## config.mk

```make
export PLATFORM = sky130hd
export DESIGN_NAME = kalman_predict
export DESIGN_NICKNAME = d
export VERILOG_FILES = /design/src/rtl/kalman_pkg.sv /design/src/rtl/kalman_sat_add.sv /design/src/rtl/kalman_predict.sv
export SDC_FILE = /design/constraint.sdc
export NUM_CORES = 1
export LEC_CHECK = 0
export CORE_MARGIN = 2
export CORE_UTILIZATION = 55
export DETAILED_ROUTE_END_ITERATION = 10
export PLACE_DENSITY = 0.82
export SYNTH_ARGS = -nofsm -noshare
export SYNTH_HDL_FRONTEND = slang
export SYNTH_SLANG_ARGS = --single-unit
```

## constraint.sdc

```tcl
create_clock -name clk -period 7.4 [get_ports clk]
set_input_delay 1.11 -clock clk [delete_from_list [all_inputs] [get_ports clk]]
set_output_delay 1.11 -clock clk [all_outputs]
set_load 0.01 [all_outputs]
```

## src/rtl/kalman_pkg.sv

```systemverilog
// Shared types and default sizing for the gyro-integration predict step.
package kalman_pkg;

  localparam int DEF_WIDTH = 16;
  localparam int DEF_DT_W  = 8;
  localparam int DEF_NCH   = 2;

  typedef enum logic [1:0] {
    IDLE = 2'd0,
    MULT = 2'd1,
    ADD  = 2'd2,
    DONE = 2'd3
  } state_t;

endpackage

```

## src/rtl/kalman_sat_add.sv

```systemverilog
// Signed add of a WIDTH-bit angle and a (WIDTH+2)-bit increment, clamped to WIDTH bits.
module kalman_sat_add #(
  parameter int WIDTH = 16
) (
  input  logic signed [WIDTH-1:0] a,
  input  logic signed [WIDTH+1:0] b,
  output logic signed [WIDTH-1:0] sum,
  output logic                    sat
);

  logic signed [WIDTH+2:0] full;
  logic [3:0]              top_bits;
  logic                    in_range;

  assign full     = (WIDTH+3)'(a) + (WIDTH+3)'(b);
  assign top_bits = full[WIDTH+2:WIDTH-1];
  // The result fits only when every bit above the target sign bit copies it.
  assign in_range = (&top_bits) | ~(|top_bits);

  always_comb begin
    sum = full[WIDTH-1:0];
    sat = 1'b0;
    if (!in_range) begin
      sat = 1'b1;
      if (full[WIDTH+2]) sum = {1'b1, {(WIDTH-1){1'b0}}};
      else               sum = {1'b0, {(WIDTH-1){1'b1}}};
    end
  end

endmodule

```

## src/rtl/kalman_predict.sv

```systemverilog
// Multi-channel angle predictor: angle[ch] += (rate - bias) * dt, saturating,
// with a four-state request/response handshake and a direct load path.
module kalman_predict
  import kalman_pkg::*;
#(
  parameter int WIDTH = DEF_WIDTH,
  parameter int DT_W  = DEF_DT_W,
  parameter int NCH   = DEF_NCH,
  localparam int CH_W = (NCH > 1) ? $clog2(NCH) : 1
) (
  input  logic             clk,
  input  logic             n_rst,
  input  logic             in_valid,
  output logic             in_ready,
  input  logic [CH_W-1:0]  in_ch,
  input  logic [WIDTH-1:0] rate_in,
  input  logic [WIDTH-1:0] bias_in,
  input  logic [DT_W-1:0]  dt_in,
  input  logic             load_en,
  input  logic [CH_W-1:0]  load_ch,
  input  logic [WIDTH-1:0] load_angle,
  output logic             out_valid,
  input  logic             out_ready,
  output logic [CH_W-1:0]  out_ch,
  output logic [WIDTH-1:0] out_angle,
  output logic             out_sat,
  output logic             out_err
);

  localparam int PW = WIDTH + DT_W + 2;
  localparam logic [CH_W:0] NCH_LIM = (CH_W+1)'(NCH);

  state_t state_reg, state_next;

  logic [CH_W-1:0]         ch_reg;
  logic [WIDTH-1:0]        rate_reg;
  logic [WIDTH-1:0]        bias_reg;
  logic [DT_W-1:0]         dt_reg;
  logic                    err_reg;
  logic signed [WIDTH+1:0] dt_angle_reg;
  logic signed [WIDTH-1:0] angle_reg [NCH];

  logic [CH_W-1:0]  out_ch_reg;
  logic [WIDTH-1:0] out_angle_reg;
  logic             out_sat_reg;
  logic             out_err_reg;

  logic                    accept;
  logic signed [WIDTH:0]   rate_tc;
  logic signed [WIDTH:0]   corr_rate;
  logic signed [PW-1:0]    corr_ext;
  logic signed [PW-1:0]    dt_ext;
  logic signed [PW-1:0]    product;
  logic signed [WIDTH-1:0] angle_cur;
  logic signed [WIDTH-1:0] sat_sum;
  logic                    sat_flag;

  assign in_ready  = (state_reg == IDLE) && !load_en;
  assign accept    = in_valid && in_ready;
  assign out_valid = (state_reg == DONE);
  assign out_ch    = out_ch_reg;
  assign out_angle = out_angle_reg;
  assign out_sat   = out_sat_reg;
  assign out_err   = out_err_reg;

  always_ff @(posedge clk or negedge n_rst) begin
    if (!n_rst) state_reg <= IDLE;
    else        state_reg <= state_next;
  end

  always_comb begin
    state_next = state_reg;
    case (state_reg)
      IDLE:    if (accept) state_next = MULT;
      MULT:    state_next = ADD;
      ADD:     state_next = DONE;
      DONE:    if (out_ready) state_next = IDLE;
      default: state_next = IDLE;
    endcase
  end

  // Sign-magnitude to two's complement; a negative zero collapses to zero.
  always_comb begin
    rate_tc = $signed({1'b0, 1'b0, rate_reg[WIDTH-2:0]});
    if (rate_reg[WIDTH-1]) rate_tc = -rate_tc;
  end

  assign corr_rate = rate_tc - $signed({bias_reg[WIDTH-1], bias_reg});
  assign corr_ext  = PW'(corr_rate);
  assign dt_ext    = PW'({1'b0, dt_reg});
  assign product   = corr_ext * dt_ext;

  always_comb begin
    angle_cur = '0;
    for (int i = 0; i < NCH; i++) begin
      if (ch_reg == CH_W'(i)) angle_cur = angle_reg[i];
    end
  end

  kalman_sat_add #(
    .WIDTH(WIDTH)
  ) u_sat_add (
    .a  (angle_cur),
    .b  (dt_angle_reg),
    .sum(sat_sum),
    .sat(sat_flag)
  );

  always_ff @(posedge clk or negedge n_rst) begin
    if (!n_rst) begin
      ch_reg        <= '0;
      rate_reg      <= '0;
      bias_reg      <= '0;
      dt_reg        <= '0;
      err_reg       <= 1'b0;
      dt_angle_reg  <= '0;
      out_ch_reg    <= '0;
      out_angle_reg <= '0;
      out_sat_reg   <= 1'b0;
      out_err_reg   <= 1'b0;
    end else begin
      if (accept) begin
        ch_reg   <= in_ch;
        rate_reg <= rate_in;
        bias_reg <= bias_in;
        dt_reg   <= dt_in;
        err_reg  <= ({1'b0, in_ch} >= NCH_LIM);
      end
      // Dropping the low DT_W bits is the arithmetic shift (floor rounding).
      if (state_reg == MULT) dt_angle_reg <= product[PW-1:DT_W];
      if (state_reg == ADD) begin
        out_ch_reg    <= ch_reg;
        out_err_reg   <= err_reg;
        out_angle_reg <= err_reg ? '0 : sat_sum;
        out_sat_reg   <= err_reg ? 1'b0 : sat_flag;
      end
    end
  end

  // One register per channel; loads only land in IDLE so they never meet an ADD write.
  genvar gi;
  generate
    for (gi = 0; gi < NCH; gi++) begin : g_angle
      always_ff @(posedge clk or negedge n_rst) begin
        if (!n_rst) begin
          angle_reg[gi] <= '0;
        end else if ((state_reg == IDLE) && load_en && (load_ch == CH_W'(gi))) begin
          angle_reg[gi] <= load_angle;
        end else if ((state_reg == ADD) && !err_reg && (ch_reg == CH_W'(gi))) begin
          angle_reg[gi] <= sat_sum;
        end
      end
    end
  endgenerate

endmodule
```

==> metrics.txt <==
synthesized instance count=roughly 1.3k; EDFF count, synth=0; Max-Cap Viols=0; Req. time, crit path=~7.7 ns; CTS Sinks=between 100 and 150; CP max stage delay=approximately 0.56 ns; max reg flops=32; die width=149.7 um; Synth cell types=68; Placed Area=approximately 0.013 mm2; outcome=complete, no violations; Starting Density=a little under three fifths; TritonCTS buffer count=9; Worst-Skew Late Latency=0.37 ns; PortBufs=82; CORE AREA=roughly 0.021 mm2; Diodes inserted=0; Rows=53; Startpoint Class=register; detailed placement HPWL=21.49 mm; top cell type's share of synthesized area=a little under a quarter; Die Area=around 0.022 mm2; Total Wirelength=about 27 mm; critical path class=reg2reg; post-synthesis async set-or-reset flop share=100.0%; fillers=~1.6k; share of cells above drive strength 1=between 10 and 15%; dpl ws=-0.009022 ns; Max Fanout on Critical Path=5; hold_sp=bias_reg[10]; Syn Area/Cell=9.094 um2; Layout area overhead=15.18%; worst hold stages=1; clk root buf=clkbuf_16; first-pass GRT wire length=between 40 and 50 mm; register area share after synthesis=a little under a quarter; Synth area leader=dfrtp_1; most common cell in the netlist=inv_1; worst setup margin=~0.06 ns; Total GRT Usage=about 25%; largest net degree at the start of global routing=65; cell depth of the worst flop-to-flop path=28; CP Capture Type=register; cell area after synthesis=about 0.012 mm2; Slew Limit Headroom=between 20% and 30%; #FFs+latches synth=111; Tightest Pin Transition=1.110 ns; Critical Path Source=rate_reg[7]; initial antenna violation count=0; layout net count=1,624; CP max-delay cell=or4_4; Syn Nets=1,544; Vias per Instance=~5.7; min-delay worst type=reg2reg; final core utilization=between 60% and 70%; Achievable Freq=between 0.1 and 0.15 GHz; crit path time final=about 7.3 ns; Die Y=149.7 um; Worst R2R End=dt_angle_reg[14]; DRC=0; leading cell types by count after synthesis=inv_1, nand2_1, dfrtp_1, fa_1, ha_1; R2R Setup Slk=between 0.06 and 0.07 ns; H-tree levels=3; RSZ-0062 raised after global routing=yes; Longest Clk Path Bufs=2; Worst Skew=around 0.011 ns; Remaining Overflow, GRT=0; Final Cell Area=about 0.013 mm2; top cells by area, synth=dfrtp_1, fa_1, ha_1; num ports=84; Final setup violation count=0; CTS tree=built; CP most frequent cell=a21o_1; Period Utilization, post-route=about 99%; Pre-antenna DRT Iters=5; YS warnings=0; final slew viol count=0; final hold vios=0; clk slew on worst S/H paths=0.08 ns; ys flop type=dfrtp_1; WL/cell=~17 um; Arrival @ worst endpoint=between 7 and 8 ns; Antenna Nets Post-Route=0; Final Wtd Congestion=0.8720; hold worst-path end=bias_reg[10]; DR iter-0 viols=approximately 540; reg2reg start=rate_reg[7]; via count=approximately 9.3k; vias in the first global route=about 9.4k
[worst max path at each step]
stage,cells past startpoint,slack [ns],to
after floorplan,28,0.02,dt_angle_reg[14]
after global placement,29,0.10,dt_angle_reg[14]
after detailed placement,29,-0.009,dt_angle_reg[14]
after CTS,29,0.02,dt_angle_reg[14]
after global routing,29,-0.15,dt_angle_reg[14]
final,28,0.06,dt_angle_reg[14]
[cell families (layout without fill, tap and decap cells)]
family	count (synthesis)	in the layout	synth area share [%]
AO/OA/AOI/OAI	226	226	12.26
XOR/XNOR	67	67	5.190
adder cells (fa/ha/maj)	198	198	27.73
buffers and inverters	231	316	7.464
flip-flops	111	111	23.81
multiplexers	81	81	7.753
other	1	1	0.03214
AND/OR/NAND/NOR	368	368	15.76
[worst max-delay path, delay by kind of cell (launching register included)]
family,cells,cell delay (ns)
adder cells (fa/ha/maj),6,2.53
AO/OA/AOI/OAI,12,2.48
AND/OR/NAND/NOR,1,0.56
multiplexers,2,0.55
buffers and inverters,5,0.48
flip-flops,1,0.44
XOR/XNOR,2,0.20
[timing repair]
action | in CTS | in global routing
hold buffers | 0 | 0
setup endpoints to repair | 3 | 12
setup buffers | 3 | 4
pin swaps | 0 | 34
gates resized for setup | 2 | 30
[cell type report]
class | count | area, um2 | share of cell area [%]
multi-input cells | 941 | 8263 | 61.48
clock inverters | 6 | 53.80 | 0.4003
inverters | 184 | 690.7 | 5.139
repair buffers | 116 | 1081 | 8.044
well taps | 275 | 344.1 | 2.560
flip-flops and latches | 111 | 2778 | 20.67
clock buffers | 10 | 229.0 | 1.704
[layer usage]
| metal | share of wire, % | track usage [%] |
|---|---|---|
| met2 | 50 | 44.27 |
| met4 | 2.1 | 7.217 |
| met3 | 4.8 | 3.841 |
| met1 | 43 | 32.51 |
| met5 | 0 | 0 |
[cell usage in the layout (no fill, tap or decap), types with 7 or more instances in the layout]
master           count
a21o_1              17
a21oi_1             68
a31oi_1             10
and2_1              51
and3_1              26
buf_4               33
clkbuf_16            9
clkdlybuf4s50_1     81
dfrtp_1            111
fa_1               101
ha_1                90
inv_1              179
mux2_2              70
nand2_1            128
nand2b_1            17
nand3_1             19
nor2_1              61
nor2b_1             12
nor3_1              11
o21ai_0             23
o21ai_1             35
o31ai_1              7
or3_1                7
xnor2_1             48
xor2_1              17
[stage by stage]
stage,hold WS [ns],TNS (ns),instances
floorplan,0.4581,0,1283
global placement,0.4876,0,1620
detailed placement,0.4947,-0.01509,1620
CTS,0.5122,0,1639
global route,0.5312,-0.5429,1643
finish,0.5064,0,1643
Power is left out: the tool's default activity adds up to more than one toggle a clock period on the data nets, which glitch-free logic cannot reach.
